<file path="src/rtl/rom_loader_if.sv">
// HPS download port and ROM write-side bus of the ROM loader.
interface rom_loader_if;
  localparam int unsigned AW = 27;
  localparam int unsigned IW = 8;
  localparam int unsigned DW = 16;
  localparam int unsigned OW = 16;
  localparam int unsigned BW = 8;
  localparam int unsigned SW = 4;

  logic          ioctl_download;
  logic [IW-1:0] ioctl_index;
  logic          ioctl_wr;
  logic [AW-1:0] ioctl_addr;
  logic [DW-1:0] ioctl_dout;
  logic          ioctl_wait;
  logic          rom_we;
  logic [SW-1:0] rom_sel;
  logic [OW-1:0] rom_addr;
  logic [BW-1:0] rom_data;
  logic [BW-1:0] dsw;
  logic [BW-1:0] title;
  logic          loaded;

  modport master (
    output ioctl_download, ioctl_index, ioctl_wr, ioctl_addr, ioctl_dout,
    input  ioctl_wait, rom_we, rom_sel, rom_addr, rom_data, dsw, title, loaded
  );

  modport slave (
    input  ioctl_download, ioctl_index, ioctl_wr, ioctl_addr, ioctl_dout,
    output ioctl_wait, rom_we, rom_sel, rom_addr, rom_data, dsw, title, loaded
  );
endinterface

</file>
<file path="src/rtl/rom_loader.sv">
// Splits 16-bit HPS ROM download words into two region-decoded byte writes,
// with a one-entry skid buffer; also captures the title and DIP bytes.
module rom_loader #(
  parameter logic [26:0] R1_BASE     = 27'h08000,
  parameter logic [26:0] R2_BASE     = 27'h0E000,
  parameter logic [26:0] R3_BASE     = 27'h12000,
  parameter logic [26:0] ROM_END     = 27'h12400,
  parameter logic [7:0]  DSW_DEFAULT = 8'h00
) (
  input  logic        clk_sys,
  input  logic        reset_n,
  rom_loader_if.slave bus
);
  localparam int unsigned AW = 27;
  localparam int unsigned DW = 16;
  localparam int unsigned OW = 16;
  localparam int unsigned BW = 8;
  localparam int unsigned SW = 4;

  localparam logic [7:0] IDX_ROM   = 8'd0;
  localparam logic [7:0] IDX_TITLE = 8'd1;
  localparam logic [7:0] IDX_DIP   = 8'd254;

  typedef enum logic [1:0] {IDLE, LO, HI} state_t;

  state_t        state_q, state_d;
  logic          skid_full_q, skid_full_d;
  logic [AW-1:0] skid_addr_q, skid_addr_d;
  logic [DW-1:0] skid_data_q, skid_data_d;
  logic [SW-1:0] cur_sel_q, cur_sel_d;
  logic [OW-1:0] cur_off_q, cur_off_d;
  logic [BW-1:0] cur_hi_q, cur_hi_d;
  logic          rom_we_q, rom_we_d;
  logic [SW-1:0] rom_sel_q, rom_sel_d;
  logic [OW-1:0] rom_addr_q, rom_addr_d;
  logic [BW-1:0] rom_data_q, rom_data_d;
  logic [BW-1:0] dsw_q, dsw_d;
  logic [BW-1:0] title_q, title_d;
  logic          loaded_q, loaded_d;
  logic          load_pend_q, load_pend_d;
  logic          dl_prev_q;

  logic          rom_wr_c;
  logic          launch_c;
  logic          fall_c;
  logic          idle_c;
  logic [AW-1:0] src_addr_c;
  logic [DW-1:0] src_data_c;
  logic [SW-1:0] src_sel_c;
  logic [OW-1:0] src_off_c;

  function automatic logic [SW-1:0] region_sel(input logic [AW-1:0] a);
    if (a < R1_BASE)      return 4'b0001;
    else if (a < R2_BASE) return 4'b0010;
    else if (a < R3_BASE) return 4'b0100;
    else if (a < ROM_END) return 4'b1000;
    else                  return 4'b0000;
  endfunction

  function automatic logic [OW-1:0] region_off(input logic [AW-1:0] a);
    logic [AW-1:0] base;
    if (a < R1_BASE)      base = '0;
    else if (a < R2_BASE) base = R1_BASE;
    else if (a < R3_BASE) base = R2_BASE;
    else                  base = R3_BASE;
    return OW'(a - base);
  endfunction

  assign rom_wr_c   = bus.ioctl_download && bus.ioctl_wr && (bus.ioctl_index == IDX_ROM);
  // A waiting skid entry always goes ahead of a live strobe.
  assign src_addr_c = skid_full_q ? skid_addr_q : bus.ioctl_addr;
  assign src_data_c = skid_full_q ? skid_data_q : bus.ioctl_dout;
  assign src_sel_c  = region_sel(src_addr_c);
  assign src_off_c  = region_off(src_addr_c);
  assign fall_c     = dl_prev_q && !bus.ioctl_download && (bus.ioctl_index == IDX_ROM);
  assign idle_c     = (state_q == IDLE) && !skid_full_q;

  // Byte-split FSM and skid buffer.
  always_comb begin
    state_d     = state_q;
    skid_full_d = skid_full_q;
    skid_addr_d = skid_addr_q;
    skid_data_d = skid_data_q;
    cur_sel_d   = cur_sel_q;
    cur_off_d   = cur_off_q;
    cur_hi_d    = cur_hi_q;
    rom_we_d    = 1'b0;
    rom_sel_d   = rom_sel_q;
    rom_addr_d  = rom_addr_q;
    rom_data_d  = rom_data_q;
    launch_c    = 1'b0;

    unique case (state_q)
      IDLE, HI: begin
        launch_c = skid_full_q || rom_wr_c;
        if (!launch_c) state_d = IDLE;
      end
      LO: begin
        state_d   = HI;
        rom_we_d  = |cur_sel_q;
        rom_sel_d = cur_sel_q;
        if (|cur_sel_q) begin
          rom_addr_d = cur_off_q + OW'(1);
          rom_data_d = cur_hi_q;
        end
        if (rom_wr_c && !skid_full_q) begin
          skid_full_d = 1'b1;
          skid_addr_d = bus.ioctl_addr;
          skid_data_d = bus.ioctl_dout;
        end
      end
      default: state_d = IDLE;
    endcase

    // Start a word: low byte now, high byte parked for the HI cycle.
    if (launch_c) begin
      state_d     = LO;
      skid_full_d = 1'b0;
      cur_sel_d   = src_sel_c;
      cur_off_d   = src_off_c;
      cur_hi_d    = src_data_c[DW-1:BW];
      rom_we_d    = |src_sel_c;
      rom_sel_d   = src_sel_c;
      if (|src_sel_c) begin
        rom_addr_d = src_off_c;
        rom_data_d = src_data_c[BW-1:0];
      end
    end
  end

  // Title/DIP capture and download-complete tracking.
  always_comb begin
    dsw_d   = dsw_q;
    title_d = title_q;
    if (bus.ioctl_wr && (bus.ioctl_index == IDX_TITLE)) title_d = bus.ioctl_dout[BW-1:0];
    if (bus.ioctl_wr && (bus.ioctl_index == IDX_DIP) && (bus.ioctl_addr[24:0] == 25'd0))
      dsw_d = bus.ioctl_dout[BW-1:0];
    loaded_d    = loaded_q || (idle_c && (fall_c || load_pend_q));
    load_pend_d = (load_pend_q || fall_c) && !loaded_d;
  end

  always_ff @(posedge clk_sys or negedge reset_n) begin
    if (!reset_n) begin
      state_q     <= IDLE;
      skid_full_q <= 1'b0;
      skid_addr_q <= '0;
      skid_data_q <= '0;
      cur_sel_q   <= '0;
      cur_off_q   <= '0;
      cur_hi_q    <= '0;
      rom_we_q    <= 1'b0;
      rom_sel_q   <= '0;
      rom_addr_q  <= '0;
      rom_data_q  <= '0;
      dsw_q       <= DSW_DEFAULT;
      title_q     <= '0;
      loaded_q    <= 1'b0;
      load_pend_q <= 1'b0;
      dl_prev_q   <= 1'b0;
    end else begin
      state_q     <= state_d;
      skid_full_q <= skid_full_d;
      skid_addr_q <= skid_addr_d;
      skid_data_q <= skid_data_d;
      cur_sel_q   <= cur_sel_d;
      cur_off_q   <= cur_off_d;
      cur_hi_q    <= cur_hi_d;
      rom_we_q    <= rom_we_d;
      rom_sel_q   <= rom_sel_d;
      rom_addr_q  <= rom_addr_d;
      rom_data_q  <= rom_data_d;
      dsw_q       <= dsw_d;
      title_q     <= title_d;
      loaded_q    <= loaded_d;
      load_pend_q <= load_pend_d;
      dl_prev_q   <= bus.ioctl_download;
    end
  end

  assign bus.ioctl_wait = skid_full_q;
  assign bus.rom_we     = rom_we_q;
  assign bus.rom_sel    = rom_sel_q;
  assign bus.rom_addr   = rom_addr_q;
  assign bus.rom_data   = rom_data_q;
  assign bus.dsw        = dsw_q;
  assign bus.title      = title_q;
  assign bus.loaded     = loaded_q;
endmodule
</file>
<file path="src/flat_wrapper.sv">
// flat-port wrapper written by rule: the top's interface ports become plain ports
module rom_loader_flat 
#(
  parameter logic [26:0] R1_BASE     = 27'h08000,
  parameter logic [26:0] R2_BASE     = 27'h0E000,
  parameter logic [26:0] R3_BASE     = 27'h12000,
  parameter logic [26:0] ROM_END     = 27'h12400,
  parameter logic [7:0]  DSW_DEFAULT = 8'h00
)
  (clk_sys, reset_n, bus_ioctl_download, bus_ioctl_index, bus_ioctl_wr, bus_ioctl_addr, bus_ioctl_dout, bus_ioctl_wait, bus_rom_we, bus_rom_sel, bus_rom_addr, bus_rom_data, bus_dsw, bus_title, bus_loaded);
  rom_loader_if bus_i ();
  input  logic clk_sys;
  input  logic reset_n;
  input wire logic [$bits(bus_i.ioctl_download)-1:0] bus_ioctl_download;
  input wire logic [$bits(bus_i.ioctl_index)-1:0] bus_ioctl_index;
  input wire logic [$bits(bus_i.ioctl_wr)-1:0] bus_ioctl_wr;
  input wire logic [$bits(bus_i.ioctl_addr)-1:0] bus_ioctl_addr;
  input wire logic [$bits(bus_i.ioctl_dout)-1:0] bus_ioctl_dout;
  output wire logic [$bits(bus_i.ioctl_wait)-1:0] bus_ioctl_wait;
  output wire logic [$bits(bus_i.rom_we)-1:0] bus_rom_we;
  output wire logic [$bits(bus_i.rom_sel)-1:0] bus_rom_sel;
  output wire logic [$bits(bus_i.rom_addr)-1:0] bus_rom_addr;
  output wire logic [$bits(bus_i.rom_data)-1:0] bus_rom_data;
  output wire logic [$bits(bus_i.dsw)-1:0] bus_dsw;
  output wire logic [$bits(bus_i.title)-1:0] bus_title;
  output wire logic [$bits(bus_i.loaded)-1:0] bus_loaded;
  assign bus_i.ioctl_download = bus_ioctl_download;
  assign bus_i.ioctl_index = bus_ioctl_index;
  assign bus_i.ioctl_wr = bus_ioctl_wr;
  assign bus_i.ioctl_addr = bus_ioctl_addr;
  assign bus_i.ioctl_dout = bus_ioctl_dout;
  assign bus_ioctl_wait = bus_i.ioctl_wait;
  assign bus_rom_we = bus_i.rom_we;
  assign bus_rom_sel = bus_i.rom_sel;
  assign bus_rom_addr = bus_i.rom_addr;
  assign bus_rom_data = bus_i.rom_data;
  assign bus_dsw = bus_i.dsw;
  assign bus_title = bus_i.title;
  assign bus_loaded = bus_i.loaded;
  rom_loader #(.R1_BASE(R1_BASE), .R2_BASE(R2_BASE), .R3_BASE(R3_BASE), .ROM_END(ROM_END), .DSW_DEFAULT(DSW_DEFAULT)) u_core (.clk_sys(clk_sys), .reset_n(reset_n), .bus(bus_i));
endmodule
</file>
<file path="config.mk">
export PLATFORM = sky130hd
export DESIGN_NAME = rom_loader_flat
export DESIGN_NICKNAME = d
export VERILOG_FILES = /design/src/rtl/rom_loader_if.sv /design/src/rtl/rom_loader.sv /design/src/flat_wrapper.sv
export SDC_FILE = /design/constraint.sdc
export NUM_CORES = 1
export LEC_CHECK = 0
export CAP_MARGIN = 15
export CORE_MARGIN = 5
export CORE_UTILIZATION = 55
export DETAILED_ROUTE_END_ITERATION = 8
export PLACE_DENSITY_LB_ADDON = 0.1
export REMOVE_ABC_BUFFERS = 1
export SYNTH_ARGS = -nofsm -noshare
export SYNTH_HDL_FRONTEND = slang
export SYNTH_SLANG_ARGS = --single-unit
export TNS_END_PERCENT = 10
</file>
<file path="constraint.sdc">
create_clock -name clk_sys -period 4.4 [get_ports clk_sys]
set_clock_uncertainty 0.1 [all_clocks]
set_input_delay 0.44 -clock clk_sys [delete_from_list [all_inputs] [get_ports clk_sys]]
set_output_delay 0.44 -clock clk_sys [all_outputs]
set_load 0.02 [all_outputs]
</file>
After elaboration in Yosys (flattened, before gate mapping) --
Index checks and enable logic that the tools add are counted.
Storage, ports and cells: register bits after elaboration 122, bits of input ports 55, word-level logic and storage cells 82
Operators by class: muxes and demuxes 28, reductions and logical operators 27, order comparisons 4, eq/ne operators 5, add/sub/neg operators 2
Operator list (number):
- $mux W16 | 8
- $lt A27 B16 Y1 const B | 2
- $lt A27 B17 Y1 const B | 2
- $mux W8 | 4
- $mux W27 | 1
- $logic_not A25 Y1 | 1
- $mux W4 | 6
- $add A16 B1 Y16 const B | 1
- $sub A16 B16 Y16 | 1
- $logic_and A1 B1 Y1 | 11
- $eq A8 B1 Y1 const B | 1
- $eq A8 B8 Y1 const B | 1
- $logic_not A8 Y1 | 1
- $reduce_or A4 Y1 | 2
- $mux W1 | 6
- $mux W2 | 2
- $pmux W2 S2 | 1
- $reduce_and A2 Y1 | 2
- $reduce_bool A2 Y1 | 2
- $logic_not A1 Y1 | 3
- $logic_or A1 B1 Y1 | 3
- $ne A3 B2 Y1 const B | 1
- $eq A2 B1 Y1 const B | 1
- $eq A2 B2 Y1 const B | 1
- 2 further kinds | 2

Longest topological paths before layout --
Gate-level depths: netlist of run 1.
depth in word-level cells 9, depth in mapped cells 10, depth with buffers taken out 8

Worst setup path before layout of run 1 --
Ideal clock, no wire load.
path kind register -> register, start point register u_core.skid_full_q (netlist: u_core.bus.ioctl_wait), end point register u_core.rom_addr_q[14] (netlist: u_core.bus.rom_addr[14]), arrival 2.271 ns, clock period less this slack 2.489 ns, path buffers 1, path slack 1.911 ns, stages on the path, launching flop included 9, cells stage by stage dfrtp_1 > buf_4 > mux2i_1 > nor2_1 > o21a_1 > o211a_1 > fa_1 > nor2_1 > a21o_1
RTL lines:
- start, declared | RTL line rom_loader.sv:27 | logic skid_full_q, skid_full_d;
- start signal, assigned | RTL line rom_loader.sv:162 | skid_full_q <= skid_full_d;
- $mux W27 (*) | RTL line rom_loader.sv:71 | assign src_addr_c = skid_full_q ? skid_addr_q : bus.ioctl_addr;
- $lt A27 B17 Y1 | RTL line rom_loader.sv:55 | else if (a < R3_BASE) return 4'b0100;
- $mux W4 | RTL line rom_loader.sv:55
- $mux W4 | RTL line rom_loader.sv:54 | else if (a < R2_BASE) return 4'b0010;
- $mux W4 (*) | RTL line rom_loader.sv:53 | if (a < R1_BASE) return 4'b0001;
- named net u_core.src_sel_c[2] | RTL line rom_loader.sv:49 | logic [SW-1:0] src_sel_c;
- $reduce_or A4 Y1 (*) | RTL line rom_loader.sv:124 | if (|src_sel_c) begin
- $mux W16 (*) | RTL line rom_loader.sv:124
- $mux W16 (*) | RTL line rom_loader.sv:116 | if (launch_c) begin
- named net u_core.rom_addr_d[14] | RTL line rom_loader.sv:35 | logic [OW-1:0] rom_addr_q, rom_addr_d;
- end signal, assigned | RTL line rom_loader.sv:170 | rom_addr_q <= rom_addr_d;
- end, declared | RTL line rom_loader.sv:35
Mark *: on every way through the listed nets, which the timed path passes. The rest lies on a longest branch. A chain may end at the register's enable or synchronous reset.

Final worst setup path of run 1 --
start point register u_core.skid_full_q (netlist: u_core.bus.ioctl_wait), end point register u_core.rom_addr_q[5] (netlist: u_core.bus.rom_addr[5])
RTL lines:
- $logic_or A1 B1 Y1 | RTL line rom_loader.sv:95 | launch_c = skid_full_q || rom_wr_c;
- $mux W1 | RTL line rom_loader.sv:93 | unique case (state_q)
- named net u_core.launch_c | RTL line rom_loader.sv:44 | logic launch_c;
- $mux W16 | RTL line rom_loader.sv:116
- named net u_core.rom_addr_d[5] | RTL line rom_loader.sv:35
The timed path passes the listed nets, and every way through them passes these cells.

==> results of run 1 <==
## final timing paths
kind | start | to | slack (ps)
setup / recovery | u_core.bus.ioctl_wait | u_core.bus.rom_addr[5] | 1250
hold / removal | reset_n | u_core.skid_addr_q[0] | 350
setup reg to reg | u_core.bus.ioctl_wait | u_core.bus.rom_addr[5] | 1250
hold reg to reg | u_core.cur_hi_q[4] | u_core.cur_hi_q[4] | 390
max in group asynchronous | reset_n | u_core.bus.loaded | 2800
min in group clk_sys | bus_ioctl_download | u_core.dl_prev_q | 370
## power by group
| part | switching, uW | leakage, uW | internal (uW) | total [uW] |
|---|---|---|---|---|
| Clock | 485 | 0.000310 | 1020 | 1510 |
| Sequential | 11.4 | 0.00168 | 1140 | 1150 |
| Combinational | 82.8 | 0.00149 | 83.3 | 166 |
| Total | 580 | 0.00347 | 2240 | 2820 |
## metrics by stage
stage / hold slack (ps) / total power, uW
2_1_floorplan: 44.4 / 1220
3_3_place_gp: 352 / 1330
3_5_place_dp: 360 / 1340
4_1_cts: 339 / 2850
5_1_grt: 354 / 2930
6_report: 350 / 2820
## what timing repair did
action,4_1_cts,5_1_grt
endpoints found under the hold margin,40,0
hold buffers,1,0
gates resized for setup,0,0
setup buffers,0,0
## cell families (layout without fill, tap and decap cells)
logic type	Yosys count	in the layout	synth area share, %
AOI/OAI and AO/OA	91	91	9.52
xor gates and xnor gates	14	14	2.08
adders and majority gates	3	3	0.764
and+or+nand+nor	153	153	12.8
DFF	122	122	51.8
buffers and inverters	32	143	4.03
muxes	90	90	19.1
## placed cells by master (no fill, tap or decap), types with 10 or more instances in the layout
cell and count:
dfrtp_1 121, clkdlybuf4s50_1 100, nand2_1 79, mux2_4 39, o21ai_0 34, mux2i_1 28
mux2_2 23, clkbuf_16 16, nor3_1 11, nand3_1 11, nor2_1 10, nor2b_1 10
a211oi_1 10
## layer usage
metal,part of all wire [%],vias to the layer above,global-route usage [%]
li1,-,2005,-
met1,42,2094,27.9
met2,49,124,36.6
met3,6.7,23,7.69
met4,2.1,0,7.29
met5,0,-,0
## critical path: cells and delay by family (launching register included)
| kind | cells | cell delay, ps |
|---|---|---|
| AO/OA/AOI/OAI | 3 | 1220 |
| buffers and inverters | 2 | 620 |
| flip-flops | 1 | 710 |
| AND/OR/NAND/NOR | 2 | 360 |
## layout make-up
class	count	area, um2
Sequential cell	122	3050
Timing Repair Buffer	107	1060
Clock buffer	21	459
Clock inverter	11	191
Multi-Input combinational cell	351	2610
Fill cell	728	2810
Inverter	4	20.0
Tap cell	136	170
## registers in the layout (all words and copies together) (netlist names)
register and cells:
u_core.load_pend_q 1, u_core.bus.rom_addr 16, u_core.bus.rom_data 8, u_core.cur_off_q 16, u_core.cur_sel_q 4, u_core.skid_addr_q 27
u_core.bus.title 8, u_core.dl_prev_q 1, u_core.bus.loaded 1, u_core.bus.rom_we 1, u_core.bus.rom_sel 4, u_core.bus.dsw 8
u_core.skid_data_q 16, u_core.state_q 2, u_core.cur_hi_q 8, u_core.bus.ioctl_wait 1
==> results by group, run 1 <==
Run status
  • Status: finished clean

Detailed routing
  • 1st-pass router iterations: 5
  • DRT iter0 DRCs: 196
  • DRC Markers: 0
  • Routed WL per cell: 18.6 um
  • Vias: 4246
  • Antenna-violating nets left: 0
  • WL final: 14000 um
  • Vias/cell: 5.65

Critical path
  • Kind of critical path: flip-flop to flip-flop
  • Worst-path cell chain: nand2b_1 > o31a_2 > clkinv_4 > nand4_2 > buf_4 > o22ai_1 > a31o_2
  • Crit. End Element: flip-flop
  • Register-to-Register Path Depth: 7
  • Worst Path Arrival: 3430 ps
  • CP startpoint kind: flip-flop
  • Slowest cell delay on critical path: 830 ps
  • Data required, critical path: 4690 ps
  • Worst Path Max Fanout: 55
  • Crit path max-delay cell type: o31a_2

Clocking
  • Worst skew pair latency: 510 ps
  • CTS Root Cell: clkbuf_8
  • Num CTS Buffers: 17
  • CTS H-Tree Depth: 4
  • Clk buf depth: 2
  • CTS tree: built
  • Reg clk slew, reported paths: 50 ps
  • Clock sink count: 122

Placement
  • DP Area: 6900 um2
  • Post-DP HPWL: 9250 um
  • Gpl congestion: 0.853
  • Placed cells: 719
  • Buffers on Ports: 101
  • Pre-CTS WS: 1050 ps

Die
  • IO Pins: 102
  • Initial core utilization: 56.9%
  • Die footprint: 12900 um2
  • Placeable Area: 10400 um2
  • Rows: 37
  • Die Y: 114 um
  • Die W: 114 um

Synthesis
  • Commonest cells post-synth: 122 x dfrtp_1, 79 x nand2_1, 39 x mux2_4, 34 x o21ai_0, 28 x mux2i_1
  • Top-count cell post-synth: dfrtp_1
  • Syn_area_per_cell: 11.7 um2
  • YS warnings: 0
  • Area of the mapped netlist: 5900 um2
  • Mapped Cells: 505
  • Number of synthesized register bits: 122
  • Area contributors post-synth: dfrtp_1 52%, mux2_4 9.9%, nand2_1 5.0%
  • Post-synth top area share: 51.8%
  • Yosys top cell by area: dfrtp_1
  • Yosys cell types: 52
  • EDFF count, synth: 0
  • Post-synth ARST share: 100%
  • Synth Flop Type: dfrtp_1
  • Seq/Total Area, Yosys: 51.8%

Global route
  • Largest net degree at the start of global routing: 56
  • First-pass GRT wire length: 22800 um
  • Vias in the first global route: 4514
  • Overall routing resource usage: 22.3%
  • Congestion Overflow GR: 0
  • Initial antenna violation count: 0

STA
  • Final hold violation count: 0
  • Final period utilization: 71.5%
  • RSZ-0062 raised after global routing: no
  • Setup total negative slack: 0 ps
  • Final setup fails: 0
  • Fin. max-slew vios: 0
  • Worst setup margin: 1250 ps
  • Worst-Margin Slew: 1040 ps
  • Slew headroom: 30.8%
  • Max Clock Freq: 318 MHz
  • Final Critical Period: 3150 ps

Cells and area
  • Post-layout util: 72.9%
  • Fin cells: 752
  • Final Instance Area: 7560 um2
  • Nets: 661
  • Fraction of layout cells with a size suffix above 1: 18.0%
  • N_diodes: 0
  • Area Overhead vs Synth: 28.2%

Power
  • PD cells: 373 nW/um2
  • Worst VDD drop: 0.274 mV
  • Leakage: 0.00347 uW

Flow run
  • Max cap viols: 0

Hold path
  • Min-Delay Path Class: input port to async pin
(Power assumes the default switching activity.)
==> run 2: changes to the inputs <==
--- a/config.mk
+++ b/config.mk
@@ -7,7 +7,7 @@
 export LEC_CHECK = 0
 export CAP_MARGIN = 15
 export CORE_MARGIN = 5
-export CORE_UTILIZATION = 55
+export CORE_UTILIZATION = 48
 export DETAILED_ROUTE_END_ITERATION = 8
 export PLACE_DENSITY_LB_ADDON = 0.1
 export REMOVE_ABC_BUFFERS = 1
==> constraint.sdc (replaced) <==
create_clock -name clk_sys -period 2.7 [get_ports clk_sys]
set_clock_uncertainty 0.1 [all_clocks]
set_input_delay 0.27 -clock clk_sys [delete_from_list [all_inputs] [get_ports clk_sys]]
set_output_delay 0.27 -clock clk_sys [all_outputs]
set_load 0.02 [all_outputs]
==> run 2 against run 1 <==
  * Non-clock buffer count increased by 17
  * Count of clock-buffer cells in the layout increased by 3
  * Design area is 2.3% higher
  * Worst hold slack lost 76 ps
  * Critical endpoint is now bus_ioctl_wait
==> results by group, run 2 (synthesis results as in run 1) <==
Run status
  • Status: finished clean (unchanged)

Critical path
  • Worst Path Max Fanout: 35 (was 55)
  • CP startpoint kind: flip-flop (unchanged)
  • Kind of critical path: flip-flop to output pin (was flip-flop to flip-flop)
  • Crit. End Element: output pin (was flip-flop)
  • Slowest cell delay on critical path: 680 ps (was 830 ps)
  • Data required, critical path: 2330 ps (was 4690 ps)
  • Cell family with most CP delay: buffers and inverters (was compound AO/OA/AOI/OAI gates)
  • Worst Path Arrival: 2170 ps (was 3430 ps)
  • Crit path max-delay cell type: clkdlybuf4s50_1 (was o31a_2)
  • Buffers and inverters on the worst path: 3 (was 2)
  • Worst-path cell chain: buf_4 > buf_6 > clkdlybuf4s50_1 (was nand2b_1 > o31a_2 > clkinv_4 > nand4_2 > buf_4 > o22ai_1 > a31o_2)

Die
  • Rows: 40 (was 37)
  • Die footprint: 14600 um2 (was 12900 um2)
  • Placeable Area: 12000 um2 (was 10400 um2)
  • Die W: 121 um (was 114 um)
  • Initial core utilization: 49.1% (was 56.9%)
  • Die Y: 121 um (was 114 um)
  • IO Pins: 102 (unchanged)

Placement
  • Gpl congestion: 0.836 (was 0.853)
  • Post-DP HPWL: 10000 um (was 9250 um)
  • DP Area: 7110 um2 (was 6900 um2)
  • Pre-CTS WS: -163 ps (was 1050 ps)
  • Buffers on Ports: 101 (unchanged)

Clocking
  • CTS tree: built (unchanged)
  • Clock sink count: 122 (unchanged)
  • CTS Root Cell: clkbuf_16 (was clkbuf_8)
  • Num CTS Buffers: 17 (unchanged)
  • Number of setup buffers added after CTS: 0 (unchanged)
  • Worst skew pair latency: 410 ps (was 510 ps)
  • CTS H-Tree Depth: 4 (unchanged)
  • Clk buf depth: 2 (unchanged)
  • Reg clk slew, reported paths: 50 ps (about the same)

Global route
  • Congestion Overflow GR: 0 (unchanged)
  • First-pass GRT wire length: 23900 um (was 22800 um)
  • Initial antenna violation count: 0 (unchanged)
  • Largest net degree at the start of global routing: 56 (unchanged)
  • Overall routing resource usage: 21.1% (was 22.3%)
  • Vias in the first global route: 4566 (was 4514)

Detailed routing
  • Vias/cell: 5.46 (was 5.65)
  • Antenna-violating nets left: 0 (unchanged)
  • Routed WL per cell: 18.5 um (was 18.6 um)
  • 1st-pass router iterations: 4 (was 5)
  • DRC Markers: 0 (unchanged)
  • DRT iter0 DRCs: 263 (was 196)
  • WL final: 14400 um (was 14000 um)
  • Vias: 4257 (was 4246)

Power
  • PD cells: 578 nW/um2 (was 373 nW/um2)
  • Total power: 4470 uW (was 2820 uW)
  • Leakage: 0.00358 uW (was 0.00347 uW)
  • Worst VDD drop: 0.387 mV (was 0.274 mV)

Flow run
  • Max cap viols: 0 (unchanged)

Cells and area
  • Fraction of layout cells with a size suffix above 1: 20.2% (was 18.0%)
  • Most flop-heavy register: u_core.skid_addr_q (unchanged)
  • N_diodes: 0 (unchanged)
  • Area Overhead vs Synth: 31.2% (was 28.2%)
  • Commonest non-fill, non-tap cell in the layout: dfrtp_1 (unchanged)
  • Number of flip-flops in the largest register: 27 (unchanged)
  • Nets: 678 (was 661)
  • Most frequent cells in the layout: 121 x dfrtp_1, 100 x clkdlybuf4s50_1, 79 x nand2_1 (unchanged)
  • Final Instance Area: 7740 um2 (was 7560 um2)

Hold path
  • Min-Delay Path Class: input port to flip-flop (was input port to async pin)

STA
  • Slew headroom: 58.2% (was 30.8%)
  • Worst setup margin: 163 ps (was 1250 ps)
  • Final Critical Period: 2540 ps
  • Final hold violation count: 0 (unchanged)
  • Worst-Margin Slew: 628 ps (was 1040 ps)
  • Max Clock Freq: 394 MHz
  • Fin. max-slew vios: 0 (unchanged)
  • Final period utilization: 93.9%
  • Hold WS: 274 ps (was 350 ps)
  • Final setup fails: 0 (unchanged)
## run 2: cell types whose count changed in the layout (fill, tap and decap cells not counted), sizes merged
cell and delta:
buf +17, bufinv -2, clkbuf +3, clkinv +2
clkinvlp -3
## run 2: per-layer routing
layer	global-route usage [%]	wire (um)
met5	0	0
met4	7.44	248
met3	7.55	944
met2	33.1	6850
met1	27.0	6380
## run 2: path summary, 6_finish.rpt
path                                         from                      end  slack, ps  cells past startpoint
min in group asynchronous                 reset_n  u_core.bus.rom_addr[10]        320                      2
min                            bus_ioctl_download         u_core.dl_prev_q        270                      1
max reg2reg                u_core.skid_addr_q[20]  u_core.bus.rom_addr[14]        270                      8
max                         u_core.bus.ioctl_wait           bus_ioctl_wait        160                      3
min reg2reg                    u_core.cur_hi_q[3]       u_core.cur_hi_q[3]        380                      2
max in group asynchronous                 reset_n    u_core.bus.rom_sel[2]       1460                      3
## run 2: layout make-up
type | count | area [um2]
tap | 147 | 184
sequential | 122 | 3050
clock inverter | 8 | 115
clock buffer | 24 | 492
inverter | 4 | 20.0
multi-input combinational | 351 | 2620
timing repair buffer | 124 | 1250
fill | 943 | 4270
## run 2: report_power, final
| part | switching (uW) | leakage [uW] | internal [uW] |
|---|---|---|---|
| Clock | 782 | 0.000304 | 1540 |
| Sequential | 19.4 | 0.00168 | 1860 |
| Combinational | 134 | 0.00160 | 141 |
## run 2: per-stage QoR
stage               instances  util (%)  setup TNS, ps
floorplan                 477         -         -44100
global placement          747      59.2           -191
detailed placement        747      59.2           -531
CTS                       780      64.3              0
global route              780      64.4          -17.4
finish                    780      64.4              0
## run 2: repair_timing
item / in CTS / in global routing
setup endpoints to repair: 0 / 4
hold buffers: 1 / 0
endpoints found under the hold margin: 46 / 0
gates resized for setup: 0 / 3
==> run 3: changes to the inputs <==
--- a/config.mk
+++ b/config.mk
@@ -5,7 +5,7 @@
 export SDC_FILE = /design/constraint.sdc
 export NUM_CORES = 1
 export LEC_CHECK = 0
-export CAP_MARGIN = 15
+export CAP_MARGIN = 20
 export CORE_MARGIN = 5
 export CORE_UTILIZATION = 48
 export DETAILED_ROUTE_END_ITERATION = 8
==> results of run 3 <==
The final DEF is identical to that of run 2; final timing and power are the same.
